## config.mk

```make
export PLATFORM = sky130hd
export DESIGN_NAME = acc_sequencer
export DESIGN_NICKNAME = d
export VERILOG_FILES = /design/src/rtl/trisc_alu_pkg.sv /design/src/rtl/acc_flag_gen.sv /design/src/rtl/acc_sequencer.sv
export SDC_FILE = /design/constraint.sdc
export NUM_CORES = 1
export LEC_CHECK = 0
export ABC_CLOCK_PERIOD_IN_PS = 1900
export CORE_MARGIN = 2
export CORE_UTILIZATION = 39
export CTS_CLUSTER_DIAMETER = 150
export CTS_CLUSTER_SIZE = 25
export DETAILED_ROUTE_END_ITERATION = 6
export HOLD_SLACK_MARGIN = 0.06
export PLACE_DENSITY = 0.86
export SYNTH_ARGS = -nofsm -noshare
export SYNTH_HDL_FRONTEND = slang
export SYNTH_HIERARCHICAL = 1
export SYNTH_SLANG_ARGS = --single-unit
```

## constraint.sdc

```tcl
create_clock -name clk -period 1.9 [get_ports clk]
set_clock_uncertainty 0.1 [all_clocks]
set_input_delay 0.38 -clock clk [delete_from_list [all_inputs] [get_ports clk]]
set_output_delay 0.38 -clock clk [all_outputs]
set_load 0.02 [all_outputs]
```

## src/rtl/trisc_alu_pkg.sv

```systemverilog
// Shared types and constants for the TRISC accumulator datapath.
// Optional saturation is selected with ACC_SATURATE_EN (see acc_flag_gen).
package trisc_alu_pkg;

    localparam int WIDTH = 4;

    localparam logic [WIDTH-1:0] SAT_MAX = 4'b0111;
    localparam logic [WIDTH-1:0] SAT_MIN = 4'b1000;

    typedef enum logic [1:0] {
        OP_LOAD = 2'b00,
        OP_ADD  = 2'b01,
        OP_SUB  = 2'b10,
        OP_CLR  = 2'b11
    } op_t;

    typedef enum logic {
        ST_IDLE = 1'b0,
        ST_EXEC = 1'b1
    } state_t;

endpackage

```

## src/rtl/acc_flag_gen.sv

```systemverilog
// Combinational next-accumulator and next-flag computation for acc_sequencer.
// With ACC_SATURATE_EN defined, signed overflow on ADD/SUB clamps to SAT_MAX/SAT_MIN.
module acc_flag_gen
    import trisc_alu_pkg::*;
(
    input  op_t              i_op,
    input  logic [WIDTH-1:0] i_operand,
    input  logic [WIDTH-1:0] i_sum,
    input  logic             i_ovr,
    input  logic             i_cout,
`ifdef ACC_SATURATE_EN
    input  logic             i_acc_neg,
`endif
    output logic [WIDTH-1:0] o_acc,
    output logic             o_z,
    output logic             o_n,
    output logic             o_c,
    output logic             o_v
);

    always_comb begin
        o_acc = i_operand;
        o_c   = 1'b0;
        o_v   = 1'b0;
        case (i_op)
            OP_LOAD: o_acc = i_operand;
            OP_CLR:  o_acc = '0;
            default: begin
                o_acc = i_sum;
                o_c   = i_cout;
                o_v   = i_ovr;
`ifdef ACC_SATURATE_EN
                // Overflow direction follows the sign of the accumulator operand.
                if (i_ovr) begin
                    o_acc = i_acc_neg ? SAT_MIN : SAT_MAX;
                end
`endif
            end
        endcase
        o_z = (o_acc == '0);
        o_n = o_acc[WIDTH-1];
    end

endmodule

```

## src/rtl/acc_sequencer.sv

```systemverilog
// Operand/accumulator sequencer around the external 4-bit adder/subtractor.
// Handshake: an op is taken on a rising edge where op_valid && op_ready; op_ready is high only in IDLE.
module acc_sequencer #(
    parameter int WIDTH = trisc_alu_pkg::WIDTH
) (
    input  logic                  clk,
    input  logic                  reset,
    input  logic                  op_valid,
    output logic                  op_ready,
    input  logic [1:0]            op_code,
    input  logic [WIDTH-1:0]      op_data,
    output logic [WIDTH-1:0]      add_a,
    output logic [WIDTH-1:0]      add_b,
    output logic                  add_c0,
    input  logic [WIDTH-1:0]      add_s,
    input  logic                  add_ovr,
    input  logic                  add_cout,
    output logic [WIDTH-1:0]      acc,
    output logic                  flag_z,
    output logic                  flag_n,
    output logic                  flag_c,
    output logic                  flag_v,
    output logic                  done,
    output trisc_alu_pkg::state_t dbg_state
);

    import trisc_alu_pkg::*;

    state_t           r_state;
    state_t           w_state_next;
    op_t              r_op;
    logic [WIDTH-1:0] r_operand;
    logic             r_sub;
    logic [WIDTH-1:0] r_acc;
    logic             r_z, r_n, r_c, r_v;
    logic             r_done;

    logic             w_accept;
    logic             w_commit;
    logic [WIDTH-1:0] w_acc_next;
    logic             w_z_next, w_n_next, w_c_next, w_v_next;

    always_comb begin
        w_state_next = r_state;
        w_accept     = 1'b0;
        w_commit     = 1'b0;
        op_ready     = 1'b0;
        case (r_state)
            ST_IDLE: begin
                op_ready = ~reset;
                w_accept = op_valid & ~reset;
                if (w_accept) w_state_next = ST_EXEC;
            end
            ST_EXEC: begin
                w_commit     = 1'b1;
                w_state_next = ST_IDLE;
            end
            default: w_state_next = ST_IDLE;
        endcase
    end

    acc_flag_gen u_flag_gen (
        .i_op      (r_op),
        .i_operand (r_operand),
        .i_sum     (add_s),
        .i_ovr     (add_ovr),
        .i_cout    (add_cout),
`ifdef ACC_SATURATE_EN
        .i_acc_neg (r_acc[WIDTH-1]),
`endif
        .o_acc     (w_acc_next),
        .o_z       (w_z_next),
        .o_n       (w_n_next),
        .o_c       (w_c_next),
        .o_v       (w_v_next)
    );

    always_ff @(posedge clk) begin
        if (reset) begin
            r_state   <= ST_IDLE;
            r_op      <= OP_LOAD;
            r_operand <= '0;
            r_sub     <= 1'b0;
            r_acc     <= '0;
            r_z       <= 1'b1;
            r_n       <= 1'b0;
            r_c       <= 1'b0;
            r_v       <= 1'b0;
            r_done    <= 1'b0;
        end else begin
            r_state <= w_state_next;
            r_done  <= w_commit;
            if (w_accept) begin
                r_op      <= op_t'(op_code);
                r_operand <= op_data;
                r_sub     <= (op_t'(op_code) == OP_SUB);
            end
            if (w_commit) begin
                r_acc <= w_acc_next;
                r_z   <= w_z_next;
                r_n   <= w_n_next;
                r_c   <= w_c_next;
                r_v   <= w_v_next;
            end
        end
    end

    assign add_a     = r_acc;
    assign add_b     = r_operand;
    assign add_c0    = r_sub;
    assign acc       = r_acc;
    assign flag_z    = r_z;
    assign flag_n    = r_n;
    assign flag_c    = r_c;
    assign flag_v    = r_v;
    assign done      = r_done;
    assign dbg_state = r_state;

endmodule
```

# Yosys cells after proc, flatten, opt, wreduce, memory -nomap -nowiden
# Cells that the tools add are included.
# op_classes
n_eq_ne,2
reduce_logical,3
muxes,8
bitwise,3
# op_table
operator,count
4-bit one-hot mux with 2 select lines,1
1-bit two-way mux,6
2-bit == test (second input constant),2
4-bit logical NOT,1
2-bit logical NOT,1
1-bit NOT,2
1-bit one-hot mux with 2 select lines,1
2-bit OR reduction,1
1-bit AND,1
# word_totals
output_inout_bits,20
ff_bits,17
inputBits,15

# Longest topological paths before layout
# logic_depth
ltp_word,4
depth_mapped,8
mapped_depth_nobuf,6

# Modules after synthesis
# Netlist, hierarchy kept.
# modules_own_cells
module,area_each_um2,instances,seq_area_each_um2,cells_each
acc_sequencer,626.9,1,340.3,67
acc_flag_gen,111.4,1,0.0,17

# Worst setup path before layout
# No wires, ideal clock.
# synth_path
path_kind,reg2reg
from,register r_op[0]
to,"register r_z, in the netlist flag_z"
setup_ns,0.120
t_required_ns,1.680
path_stages_with_launch,7
synth_period_minus_slack_ns,1.600
arrival_time_ns,1.380
path_slack_ns,0.300
cell_sequence,dfxtp_1 > inv_1 > ha_1 > clkbuf_1 > nor2b_1 > a22oi_1 > a211o_1
# synth_via
elab_chain_cells,3
elab_cells_between_ends,4
classes_between,eq/ne (1); mux (1); reduce/logical (2)
# synth_lines
element,line_no,text
"start, declared",acc_sequencer.sv:31,op_t r_op;
"start signal, assigned",acc_sequencer.sv:94,r_op <= op_t'(op_code);
2-bit == test or 2-bit logical NOT (tied branches),acc_flag_gen.sv:25,case (i_op)
4-bit one-hot mux with 2 select lines *,acc_flag_gen.sv:25,
4-bit logical NOT *,acc_flag_gen.sv:40,o_z = (o_acc == '0);
named net w_z_next,acc_sequencer.sv:41,"logic w_z_next, w_n_next, w_c_next, w_v_next;"
"end signal, assigned",acc_sequencer.sv:100,r_z <= w_z_next;
"end, declared",acc_sequencer.sv:35,"logic r_z, r_n, r_c, r_v;"
# Mark *: on every way through the listed nets, which the timed path passes. The rest lies on a longest branch.
# A chain may end at the register's enable or synchronous reset.

# Worst setup path after layout
# layout_path
from,"register r_operand[3], in the netlist add_b[3]"
to,output port add_b[3]
# layout_lines
element,line_no,text
"start, declared",acc_sequencer.sv:32,logic [WIDTH-1:0] r_operand;
"start signal, assigned",acc_sequencer.sv:95,r_operand <= op_data;
"end, declared",acc_sequencer.sv:13,"output logic [WIDTH-1:0] add_b,"
# No word-level cell between the ends.

==> flow_metrics.py <==
metrics = {
    "critical_path": {
        "cpLargestDelayFamily": "buffers and inverters",
        "r2r_setup_slack_ns": 0.35,
        "worst-path-buf-inv": 1,
        "cp-startpoint": "add_b[3]",
        "slowest_delay_ns": 0.63,
        "critPathKind": "reg2out",
        "critPathSlowestCell": "clkdlybuf4s50_1",
        "cp.required_ns": 1.42,
        "worstRegToRegCells": 5,
        "worstReg2RegStart": "r_op[0]",
        "cp_num_cells": 1,
        "cp-start-kind": "flop",
        "arrival_ns": 1.32,
        "path_max_fanout": 4,
        "cp-end-kind": "output pin",
        "worstSetupEndpoint": "add_b[3]",
        "r2r-end": "flag_z",
        "cp_cell_sequence": "clkdlybuf4s50_1",
    },
    "detailed_routing": {
        "via_per_inst": 4.73,
        "vias": 662,
        "drc": 0,
        "ant_nets": 0,
        "routed_wirelength_mm": 1.60,
        "firstDrtPassIters": 4,
        "drt_iter0_drc": 9,
        "routedWlPerCell_um": 11.4,
    },
    "sta": {
        "setup_slack_ns": 0.101,
        "finalCriticalPeriod_ns": 1.80,
        "finalCritPeriodShare_pct": 94.7,
        "drv_slew": 0,
        "maxSlewHeadroom_pct": 81.8,
        "rsz0062_at_grt": "false",
        "tightest_slew_ns": 0.271,
        "max_freq_mhz": 556,
        "hold_viol": 0,
        "finalSetupViolations": 0,
    },
    "global_routing": {
        "grt_pass1_vias": 615,
        "track_usage_pct": 15.9,
        "gr-total-overflow": 0,
        "grt_max_degree": 18,
        "antenna_found_initial": 0,
        "grt_pass1_wl_mm": 2.48,
    },
    "finish": {
        "drive_gt1_share_pct": 6.09,
        "utilization_pct": 62.5,
        "insertedDiodeCount": 0,
        "nets": 132,
        "fill_cells": 169,
        "syn_to_final_growth_pct": 47.8,
    },
    "clock_network": {
        "cts.htree.levels": 1,
        "cts_root_buf": "clkbuf_4",
        "postCtsHoldBufs": 0,
        "post-cts-setup-buffer-count": 0,
        "cts_resized": 1,
        "cts_buffers": 3,
        "cts_sinks": 17,
        "cts_tree": "yes",
        "cts.path.max_buffers": 2,
        "clk_pin_slew_ns": 0.10,
        "clk_latency_ns": 0.28,
    },
    "place": {
        "dp_hpwl_mm": 1.25,
        "pre_cts_ws_ns": -0.130,
        "gp_congestion": 0.760,
        "portBuffers": 34,
    },
    "logic_synthesis": {
        "synth_top_family_by_area": "simple AND/OR/NAND/NOR gates",
        "synth.area.mux_share_pct": 9.49,
        "synth-seq-cells": 17,
        "syn_nets": 100,
        "yosysUniqueCellTypes": 20,
        "synth_edf_count": 0,
        "synth-xor-area-share_pct": 0,
        "synth_fa_ha_area_share_pct": 1.69,
        "synth-compound-area-share_pct": 11.2,
        "synth.avg_cell_area_um2": 8.79,
        "synth_cells": 84,
        "synth-simple-area-share_pct": 21.5,
        "yosysSeqAreaShare_pct": 46.1,
        "synth_ff_type": "dfxtp_1",
        "yosysWarnings": 6,
        "syn_area_um2": 738,
        "ys_async_sr_fraction_pct": 0,
    },
    "floorplanning": {
        "fp.coreArea_mm2": 0.00175,
        "fp.dieH_um": 47.5,
        "core.rowCount": 15,
        "io_pins": 35,
        "die-width_um": 47.5,
        "die_area_mm2": 0.00226,
        "start_util_pct": 42.3,
    },
    "pwr": {
        "powerDensity_mw_per_mm2": 676,
        "p_leak_nw": 0.415,
        "peakVddDrop_v": 0.000285,
        "power_w": 0.000738,
    },
    "status": {
        "status": "completed",
    },
    "flow_run": {
        "drv_cap": 0,
    },
    "worst_hold_path": {
        "hp-class": "reg2reg",
    },
}
## worst min path at each step
stage,startpoint,to,slack (ns),cells after the start
floorplan,r_op[0],r_op[0],0.34,2
global route,r_op[1],r_op[1],0.39,2
CTS,r_op[0],r_op[0],0.36,2
finish,r_op[0],r_op[0],0.36,2
global placement,add_c0,add_c0,0.34,2
detailed placement,r_op[0],r_op[0],0.35,2
## layer usage
metal  vias to the layer above  GRT usage (%)  part of all wire, %
met5                         -              0                    0
met4                         0           8.33                 0.50
met3                         2           3.40                  5.8
met2                        22           29.2                   52
met1                       302           16.7                   42
li1                        336              -                    -
## placed cells by master (no fill, tap or decap), drive strengths merged
cell type,synthesis,final
a22oi,1,1
a211o,1,1
o21ai,1,1
or4,2,2
dfxtp,17,17
nand2b,1,1
inv,2,2
clkdlybuf4s50,0,33
clkbuf,1,4
dlygate4sd2,0,1
nor2b,3,3
buf,9,3
mux2i,7,7
and2,2,2
ha,1,1
nand2,15,15
nand3b,1,1
a21oi,7,7
and2b,1,1
nor2,9,9
a22o,3,3
## metrics by stage
step                      std cells  hold WS (ns)  TNS (ns)  instance area (um2)
after global routing            140         0.394         0                 1090
after global placement          136         0.343    -0.104                 1070
final                           140         0.361         0                 1090
after detailed placement        136         0.349    -0.130                 1070
after CTS                       140         0.363         0                 1090
after floorplan                  84         0.336         0                  738
## cell families (layout without fill, tap and decap cells)
kind of cell	after synthesis	count (layout)
multiplexers	7	7
adder cells (fa/ha/maj)	1	1
AO/OA/AOI/OAI	13	13
buffers and inverters	12	43
AND/OR/NAND/NOR	34	34
flip-flops	17	17
## final cells by class
type                       instances  area [um2]  share of cell area [%]
inverter                           2        7.51                   0.688
clock buffer                       4        26.3                    2.41
timing repair buffer              37         362                    33.1
multi-input combinational         55         324                    29.7
tap                               25        31.3                    2.87
sequential                        17         340                    31.2
## registers in the layout, summed over array words and instances, names as in the netlist
name / cells
flag_c: 1
add_c0: 1
add_b: 4
done: 1
acc: 4
flag_n: 1
dbg_state: 1
r_op: 2
flag_v: 1
flag_z: 1
## cell usage after synthesis, drive strengths merged, types with 2 or more instances
cell type   n  area (um2)
dfxtp      17         340
nand2      15        56.3
buf         9        62.6
nor2        9        33.8
a21oi       7        35.0
mux2i       7        70.1
a22o        3        26.3
nor2b       3        18.8
and2        2        12.5
inv         2        7.51
or4         2        15.0
## report_power, final
| part | internal [W] | switching [W] | total, W |
|---|---|---|---|
| clock network | 0.0000814 | 0.000105 | 0.000186 |
| logic | 0.0000900 | 0.0000780 | 0.000168 |
| registers | 0.000372 | 0.0000114 | 0.000384 |
No activity file was read; power rests on OpenSTA's default activity.
